$ cat src/rtl/bin_conv3x3_engine_pkg.sv
// bin_conv3x3_engine_pkg: shared defaults, config address map and output saturation helper
package bin_conv3x3_engine_pkg;
   localparam int IMG_W_DEF = 34;
   localparam int IMG_H_DEF = 34;
   localparam int WT_W_DEF = 8;
   localparam int OUT_W_DEF = 12;
   localparam int N_TAP = 9;
   localparam logic [3:0] CFG_BIAS = 4'd9;
   function automatic logic signed [31:0] sat(input logic signed [31:0] v, input int w);
      logic signed [31:0] hi;
      logic signed [31:0] lo;
      hi = (32'sd1 <<< (w - 1)) - 32'sd1;
      lo = -hi - 32'sd1;
      return v > hi ? hi : v < lo ? lo : v;
   endfunction
endpackage

$ cat src/rtl/bin_conv3x3_engine_if.sv
// bin_conv3x3_engine_if: config, pixel stream and result signals of the convolution engine
interface bin_conv3x3_engine_if import bin_conv3x3_engine_pkg::*; #(
   parameter int WT_W = WT_W_DEF,
   parameter int OUT_W = OUT_W_DEF
);
   logic cfg_we;
   logic [3:0] cfg_addr;
   logic signed [WT_W-1:0] cfg_data;
   logic relu_en;
   logic din_valid;
   logic sof;
   logic din;
   logic dout_valid;
   logic signed [OUT_W-1:0] dout;
   logic frame_done;
   modport master(
      output cfg_we, cfg_addr, cfg_data, relu_en, din_valid, sof, din,
      input dout_valid, dout, frame_done
   );
   modport slave(
      input cfg_we, cfg_addr, cfg_data, relu_en, din_valid, sof, din,
      output dout_valid, dout, frame_done
   );
endinterface

$ cat src/rtl/bin_conv3x3_engine_mac.sv
// bin_conv_mac: stage 2 -- masked weight sum plus bias, optional ReLU, saturation, output register
module bin_conv_mac import bin_conv3x3_engine_pkg::*; #(
   parameter int WT_W = WT_W_DEF,
   parameter int OUT_W = OUT_W_DEF
) (
   input logic clk,
   input logic rst,
   input logic i_v,
   input logic i_last,
   input logic i_relu,
   input logic [N_TAP-1:0] i_win,
   input logic [N_TAP:0][WT_W-1:0] i_coef,
   output logic o_valid,
   output logic signed [OUT_W-1:0] o_dout,
   output logic o_done
);
   localparam int SW = WT_W + 4;
   logic signed [SW-1:0] w_sum;
   logic signed [SW-1:0] w_rel;
   logic signed [OUT_W-1:0] w_sat;
   always_comb begin
      w_sum = SW'($signed(i_coef[CFG_BIAS]));
      for (int k = 0; k < N_TAP; k++) w_sum = w_sum + (i_win[k] ? SW'($signed(i_coef[k])) : '0);
   end
   assign w_rel = i_relu && w_sum < 0 ? '0 : w_sum;
   assign w_sat = OUT_W'(sat(32'(w_rel), OUT_W));
   always_ff @(posedge clk) begin
      if (rst) begin
         o_valid <= 1'b0;
         o_done <= 1'b0;
         o_dout <= '0;
      end else begin
         o_valid <= i_v;
         o_done <= i_v && i_last;
         o_dout <= i_v ? w_sat : '0;
      end
   end
endmodule

$ cat src/rtl/bin_conv3x3_engine.sv
// bin_conv3x3_engine: streaming 3x3 convolution of a binary raster image with programmable weights
module bin_conv3x3_engine import bin_conv3x3_engine_pkg::*; #(
   parameter int IMG_W = IMG_W_DEF,
   parameter int IMG_H = IMG_H_DEF,
   parameter int WT_W = WT_W_DEF,
   parameter int OUT_W = OUT_W_DEF
) (
   input logic clk,
   input logic rst,
   bin_conv3x3_engine_if.slave bus
);
   localparam int LB_W = 2 * IMG_W + 3;
   localparam int RW = $clog2(IMG_H);
   localparam int CW = $clog2(IMG_W);
   localparam logic [RW-1:0] ROW_L = RW'(IMG_H - 1);
   localparam logic [CW-1:0] COL_L = CW'(IMG_W - 1);
   logic [RW-1:0] r_row;
   logic [CW-1:0] r_col;
   logic [RW-1:0] w_row;
   logic [CW-1:0] w_col;
   logic [LB_W-1:0] r_lb;
   logic r_v1;
   logic r_last1;
   logic [N_TAP:0][WT_W-1:0] r_coef;
   logic [N_TAP-1:0] w_win;
   assign w_row = bus.sof ? '0 : r_row;
   assign w_col = bus.sof ? '0 : r_col;
   // The shift register already holds the newest pixel at bit 0, so it doubles as the stage-1 window
   assign w_win = {r_lb[2*IMG_W+2], r_lb[2*IMG_W+1], r_lb[2*IMG_W],
                   r_lb[IMG_W+2], r_lb[IMG_W+1], r_lb[IMG_W],
                   r_lb[2], r_lb[1], r_lb[0]};
   always_ff @(posedge clk) begin
      if (rst) begin
         r_row <= '0;
         r_col <= '0;
         r_lb <= '0;
         r_v1 <= 1'b0;
         r_last1 <= 1'b0;
         r_coef <= '0;
      end else begin
         if (bus.cfg_we && bus.cfg_addr <= CFG_BIAS) r_coef[bus.cfg_addr] <= bus.cfg_data;
         r_v1 <= bus.din_valid && w_row >= RW'(2) && w_col >= CW'(2);
         r_last1 <= bus.din_valid && w_row == ROW_L && w_col == COL_L;
         if (bus.din_valid) begin
            r_lb <= {r_lb[LB_W-2:0], bus.din};
            r_col <= w_col == COL_L ? '0 : w_col + CW'(1);
            r_row <= w_col != COL_L ? w_row : w_row == ROW_L ? '0 : w_row + RW'(1);
         end
      end
   end
   bin_conv_mac #(.WT_W(WT_W), .OUT_W(OUT_W)) u_mac (
      .clk(clk),
      .rst(rst),
      .i_v(r_v1),
      .i_last(r_last1),
      .i_relu(bus.relu_en),
      .i_win(w_win),
      .i_coef(r_coef),
      .o_valid(bus.dout_valid),
      .o_dout(bus.dout),
      .o_done(bus.frame_done)
   );
endmodule

$ cat src/flat_wrapper.sv
// flat-port wrapper written by rule: the top's interface ports become plain ports
module bin_conv3x3_engine_flat import bin_conv3x3_engine_pkg::*;
#(
   parameter int IMG_W = IMG_W_DEF,
   parameter int IMG_H = IMG_H_DEF,
   parameter int WT_W = WT_W_DEF,
   parameter int OUT_W = OUT_W_DEF
)
  (clk, rst, bus_cfg_we, bus_cfg_addr, bus_cfg_data, bus_relu_en, bus_din_valid, bus_sof, bus_din, bus_dout_valid, bus_dout, bus_frame_done);
  bin_conv3x3_engine_if #(.WT_W(WT_W), .OUT_W(OUT_W)) bus_i ();
  input logic clk;
  input logic rst;
  input wire logic [$bits(bus_i.cfg_we)-1:0] bus_cfg_we;
  input wire logic [$bits(bus_i.cfg_addr)-1:0] bus_cfg_addr;
  input wire logic [$bits(bus_i.cfg_data)-1:0] bus_cfg_data;
  input wire logic [$bits(bus_i.relu_en)-1:0] bus_relu_en;
  input wire logic [$bits(bus_i.din_valid)-1:0] bus_din_valid;
  input wire logic [$bits(bus_i.sof)-1:0] bus_sof;
  input wire logic [$bits(bus_i.din)-1:0] bus_din;
  output wire logic [$bits(bus_i.dout_valid)-1:0] bus_dout_valid;
  output wire logic [$bits(bus_i.dout)-1:0] bus_dout;
  output wire logic [$bits(bus_i.frame_done)-1:0] bus_frame_done;
  assign bus_i.cfg_we = bus_cfg_we;
  assign bus_i.cfg_addr = bus_cfg_addr;
  assign bus_i.cfg_data = bus_cfg_data;
  assign bus_i.relu_en = bus_relu_en;
  assign bus_i.din_valid = bus_din_valid;
  assign bus_i.sof = bus_sof;
  assign bus_i.din = bus_din;
  assign bus_dout_valid = bus_i.dout_valid;
  assign bus_dout = bus_i.dout;
  assign bus_frame_done = bus_i.frame_done;
  bin_conv3x3_engine #(.IMG_W(IMG_W), .IMG_H(IMG_H), .WT_W(WT_W), .OUT_W(OUT_W)) u_core (.clk(clk), .rst(rst), .bus(bus_i));
endmodule
$ cat config.mk
export PLATFORM = sky130hd
export DESIGN_NAME = bin_conv3x3_engine_flat
export DESIGN_NICKNAME = d
export VERILOG_FILES = /design/src/rtl/bin_conv3x3_engine_pkg.sv /design/src/rtl/bin_conv3x3_engine_if.sv /design/src/rtl/bin_conv3x3_engine_mac.sv /design/src/rtl/bin_conv3x3_engine.sv /design/src/flat_wrapper.sv
export SDC_FILE = /design/constraint.sdc
export NUM_CORES = 1
export LEC_CHECK = 0
export CAP_MARGIN = 20
export CORE_MARGIN = 4
export CORE_UTILIZATION = 41
export CTS_CLUSTER_DIAMETER = 150
export DETAILED_ROUTE_END_ITERATION = 12
export PLACE_DENSITY_LB_ADDON = 0.08
export RECOVER_POWER = 25
export SLEW_MARGIN = 20
export SYNTH_ARGS = -nofsm -noshare
export SYNTH_HDL_FRONTEND = slang
export SYNTH_SLANG_ARGS = --single-unit
$ cat constraint.sdc
create_clock -name clk -period 6.75 [get_ports clk]
set_clock_uncertainty 0.05 [all_clocks]
set_input_delay 1.35 -clock clk [delete_from_list [all_inputs] [get_ports clk]]
set_output_delay 1.35 -clock clk [all_outputs]
set_load 0.01 [all_outputs]
# After elaboration in Yosys (flattened, before gate mapping)
# Index checks and enable logic that the tools add are counted.
totals:
  ff_bits: 179
  elab_cells: 72
classes:
  add_sub_neg: 11
  order_cmp: 8
  n_eq_ne: 3
  mux: 20
  n_bitwise: 1
  reduce_logical: 10
op_table:
  columns: ["operator", "count"]
  rows:
  - ["$mux 12", 11]
  - ["$add 12x12->12", 9]
  - ["$bwmux 80", 1]
  - ["$demux 8 s4", 1]
  - ["$mux 6", 5]
  - ["$add 6x1->6 const B", 2]
  - ["$eq 6x6->1 const B", 2]
  - ["$ge 6x2->1 const B", 2]
  - ["$gt 12x12->1 const B", 1]
  - ["$lt 12x1->1 const B", 1]
  - ["$lt 12x12->1 const B", 1]
  - ["$mux 11", 1]
  - ["$logic_and 1x1->1", 8]
  - ["$mux 8", 1]
  - ["$ne 6x6->1 const B", 1]
  - ["$lt 4x5->1 const B", 1]
  - ["$ge 4x1->1 const B", 1]
  - ["$le 4x4->1 const B", 1]
  - ["$reduce_or 3->1", 1]
  - ["$reduce_or 2->1", 1]
  - ["$not 1->1", 1]

# Depth between registers and ports, before layout
logic_depth:
  ltp_word: 16
  mapped_depth: 18

# Hierarchy
# From an unflattened synthesis, not the netlist that was laid out.
unflattened:
  cells_unflattened: 914
  hier_area_um2: 9131.3
modules_own_cells:
  columns: ["module", "n_inst", "cells_each", "area_per_inst_um2"]
  rows:
  - ["bin_conv3x3_engine", 1, 627, 6256.0]
  - ["bin_conv_mac", 1, 287, 2875.3]

# Least setup slack after synthesis
# No wires, ideal clock.
synth_timing:
  kind: "register to register"
  start: "register u_core.r_lb[68]"
  end: "register u_core.u_mac.o_dout[3]"
  setup_ns: 0.128
  arrival_time_ns: 5.000
  required_time_ns: 6.572
  slack_ns: 1.572
  path_stages_with_launch: 18
  n_path_buf: 2
  period_less_slack_ns: 5.178
  cell_sequence: "dfxtp_1 clkbuf_1 nand2_1 fa_1 inv_1 fa_1 fa_1 inv_1 fa_1 inv_1 fa_1 fa_1 a21oi_1 o2111ai_1 a311o_1 nand4_1 clkbuf_1 nor2_1"
synth_between:
  elab_chain_cells: 10
  elab_cells_between_ends: 11
synth_rtl:
  columns: ["item", "line", "text"]
  rows:
  - ["from (decl)", "bin_conv3x3_engine.sv:21", "logic [LB_W-1:0] r_lb;"]
  - ["from (signal assigned)", "bin_conv3x3_engine.sv:45", "r_lb <= {r_lb[LB_W-2:0], bus.din};"]
  - ["$mux 12 *", "bin_conv3x3_engine_mac.sv:23", "for (int k = 0; k < N_TAP; k++) w_sum = w_sum + (i_win[k] ? SW'($signed(i_coef[k])) : '0);"]
  - ["$add 12x12->12 * (3 in a row)", "bin_conv3x3_engine_mac.sv:23", null]
  - ["$lt 12x1->1", "bin_conv3x3_engine_mac.sv:25", "assign w_rel = i_relu && w_sum < 0 ? '0 : w_sum;"]
  - ["$logic_and 1x1->1", "bin_conv3x3_engine_mac.sv:25", null]
  - ["$mux 12 *", "bin_conv3x3_engine_mac.sv:25", null]
  - ["$lt 12x12->1", "bin_conv3x3_engine_pkg.sv:14", "return v > hi ? hi : v < lo ? lo : v;"]
  - ["$mux 12", "bin_conv3x3_engine_pkg.sv:14", null]
  - ["$mux 11 *", "bin_conv3x3_engine_pkg.sv:14", null]
  - ["to (signal assigned)", "bin_conv3x3_engine_mac.sv:35", "o_dout <= i_v ? w_sat : '0;"]
  - ["to (decl)", "bin_conv3x3_engine_mac.sv:14", "output logic signed [OUT_W-1:0] o_dout,"]
# Mark *: on every way between the ends. The rest lies on a longest branch, timed or not.
# A chain may end at the register's enable or synchronous reset.

# Final worst setup path
layout_timing:
  start: "input port rst"
  end: "register u_core.r_lb[70]"
layout_lines:
  columns: ["item", "line", "text"]
  rows:
  - ["from (decl)", "flat_wrapper.sv:12", "input logic rst;"]
# No word-level cell between the ends.

==> results.ini <==
[layout]
area_growth_pct = 11.9
mostFrequentLayoutCells = nor2_1, dfxtp_1, mux2i_1, inv_1, fa_1
design_area_mm2 = 0.0103
utilization_pct = 46.9
final_layout_size_suffix_gt1_share_pct = 4.06
final_common_cell = nor2_1
nets = 1055
num_antenna_cells = 0

[pwr]
power_frac_seq_pct = 49.0
netSwitchingFraction_pct = 26.3
ir_worst_vdd_uv = 138
combPwrFrac_pct = 4.4
switchingPower_w = 0.000575
clockPowerShare_pct = 46.7
p_int_w = 0.00161
power.density_mw_per_mm2 = 213
power_leakage_nw = 4.63

[critical_path]
reg2reg_slack_ps = 1320
required_ps = 6950
worstPathArrival_ps = 5830
crit_type = input pin to register
crit_fanout = 77
worst_setup_path_end_kind = register
r2r-start = u_core.r_lb[0]$_SDFFE_PP0P_
start_kind = input pin
critPathLaunch = rst

[synth]
synthFlopType = dfxtp_1
yosysSeqAreaShare_pct = 39.1
synth-edff-count = 0
syn_avg_cell_area_um2 = 9.67
synth_nets = 1056
synth-async-reset-ratio_pct = 0
ys_types = 48
yosysWarnings = 0
synth-seq-cells = 179
synth_area_mm2 = 0.00917
postSynthCellCount = 948

[outcome]
violations = capacitance limit, slew limit
status = finished with violations

[route]
vias_per_cell = 4.85
wl_um = 19200
drt-initial-drc-count = 256
drt_pass1_iterations = 5
vias = 6014
wl_per_cell_um = 15.5
detail-route-antenna-nets = 0
drc = 0

[global_routing]
antenna_found_initial = 0
grt_pass1_wl_um = 31900
grt_pass1_vias = 6052
grt-ovfl-total = 0
grtUsageTotal_pct = 16.4
grt_max_degree = 106

[clock_network]
worstSkewPairLatency_ps = 440
cts_sinks = 179
post-cts-setup-buffers = 0
clk_path_buf_depth = 2
holdBufCountCts = 0
cts_tree = yes
cts_made_buffers = 17
ctsResizeCount = 0
cts_root_buf = clkbuf_16
htreeDepth = 4
clk_pin_slew_ps = 70

[placement]
place_congestion = 0.827
portBuffers = 32
dp_hpwl_um = 13500
dpl-instance-area_mm2 = 0.00963
pre_cts_ws_ps = 1330

[sta]
setup-tns-final_ps = 0
rsz0062_at_grt = false
hold_viol_final = 0
fmax_mhz = 178
finalCritPeriodShare_pct = 83.4
setup-violations-final = 0
whs_ps = 378
fin_ws_ps = 1120
fin_crit_ps = 5630
final_max_slew_viol_count = 184
slew_headroom_pct = -86.0
worst_slew_pin_slew_ps = 2790

[floorplanning]
fp.coreArea_mm2 = 0.0219
die_y_um = 158
dieArea_mm2 = 0.0248
num_io_pins = 33
die_w_um = 158
initial_utilization_pct = 41.9
rows = 54

[worst_hold_path]
hp-start = u_core.r_last1$_SDFF_PP0_
hp-class = register to register

[flow_run]
drv_cap = 3

[path summary, 6_finish.rpt]
kind	to	cells past startpoint
worst min-delay path	u_core.u_mac.o_done$_SDFF_PP0_	1
worst min register to register	u_core.u_mac.o_done$_SDFF_PP0_	1
worst max register to register	u_core.u_mac.o_dout[10]$_SDFF_PP0_	14
worst max-delay path	u_core.r_lb[70]$_SDFFE_PP0P_	4
[Yosys cell counts, types with 2 or more instances]
cell       count  area share, %
buf_1          3           0.12
ha_1          21            2.9
a21oi_1       14           0.76
a211oi_1       2           0.16
o21ai_0        8           0.44
o2111ai_1      2           0.19
or2_1          2           0.14
or3_1          3           0.20
nand3_1       11           0.60
and2_1        37            2.5
or3_4          2           0.25
nand4_1        2           0.14
mux2i_1      153             17
nor3b_1        3           0.25
xor2_1         4           0.38
inv_1         83            3.4
dfxtp_1      179             39
nor2b_1        6           0.41
buf_2          8           0.44
nor4_1         5           0.34
clkbuf_1      44            1.8
nand2b_1       5           0.34
xnor2_1        8           0.76
nor2_1       181            7.4
nand2_1       56            2.3
o211ai_1       5           0.41
nor3_1         7           0.38
fa_1          68             15
o31ai_1        2           0.16
nand3b_1       6           0.49
[power groups by stage]
stage                     registers, W  clock network [W]  logic (W)
after floorplan                0.00109                  0  0.0000675
after global placement         0.00109                  0  0.0000970
after detailed placement       0.00109                  0  0.0000969
after CTS                      0.00107            0.00105  0.0000974
after global routing           0.00107            0.00109   0.000106
final                          0.00107            0.00102  0.0000959
[layout make-up]
type / count / area (um2)
repair buffers: 36 / 332
well taps: 280 / 350
multi-input cells: 629 / 5040
clock buffers: 17 / 425
inverters: 84 / 315
flip-flops and latches: 179 / 3580
clock inverters: 15 / 206
fillers: 2168 / 11600
[state kept, by name, indices dropped and copies added, names as in the netlist]
name,flops
u_core.u_mac.o_dout,12
u_core.r_row,6
u_core.r_col,6
u_core.u_mac.o_valid,1
u_core.r_v1,1
u_core.r_coef,80
u_core.r_last1,1
u_core.r_lb,71
u_core.u_mac.o_done,1
[stage by stage]
step,std cells,power [W]
6_report,1240,0.00218
5_1_grt,1240,0.00227
4_1_cts,1239,0.00221
3_5_place_dp,1207,0.00119
3_3_place_gp,1207,0.00119
2_1_floorplan,948,0.00116
[metal layers]
layer / global-route usage (%) / vias to the layer above / share of wire [%]
li1: - / 3046 / -
met1: 21.6 / 2879 / 46
met2: 27.2 / 70 / 48
met3: 3.82 / 19 / 3.5
met4: 4.63 / 0 / 1.7
met5: 0 / - / 0
[cell families after synthesis]
kind of cell	after synthesis	share of synthesized area (%)
and+or+nand+nor	330	16.2
DFF	179	39.1
muxes	153	16.7
buffers and inverters	140	5.92
adders and majority gates	89	17.7
AOI/OAI and AO/OA	45	3.26
xor gates and xnor gates	12	1.15
[critical path: stages]
cell and delay [ps]:
clkbuf_1 1930, clkbuf_1 1010, clkbuf_2 1330, nor2_1 130
No activity file was read; power rests on OpenSTA's default activity.
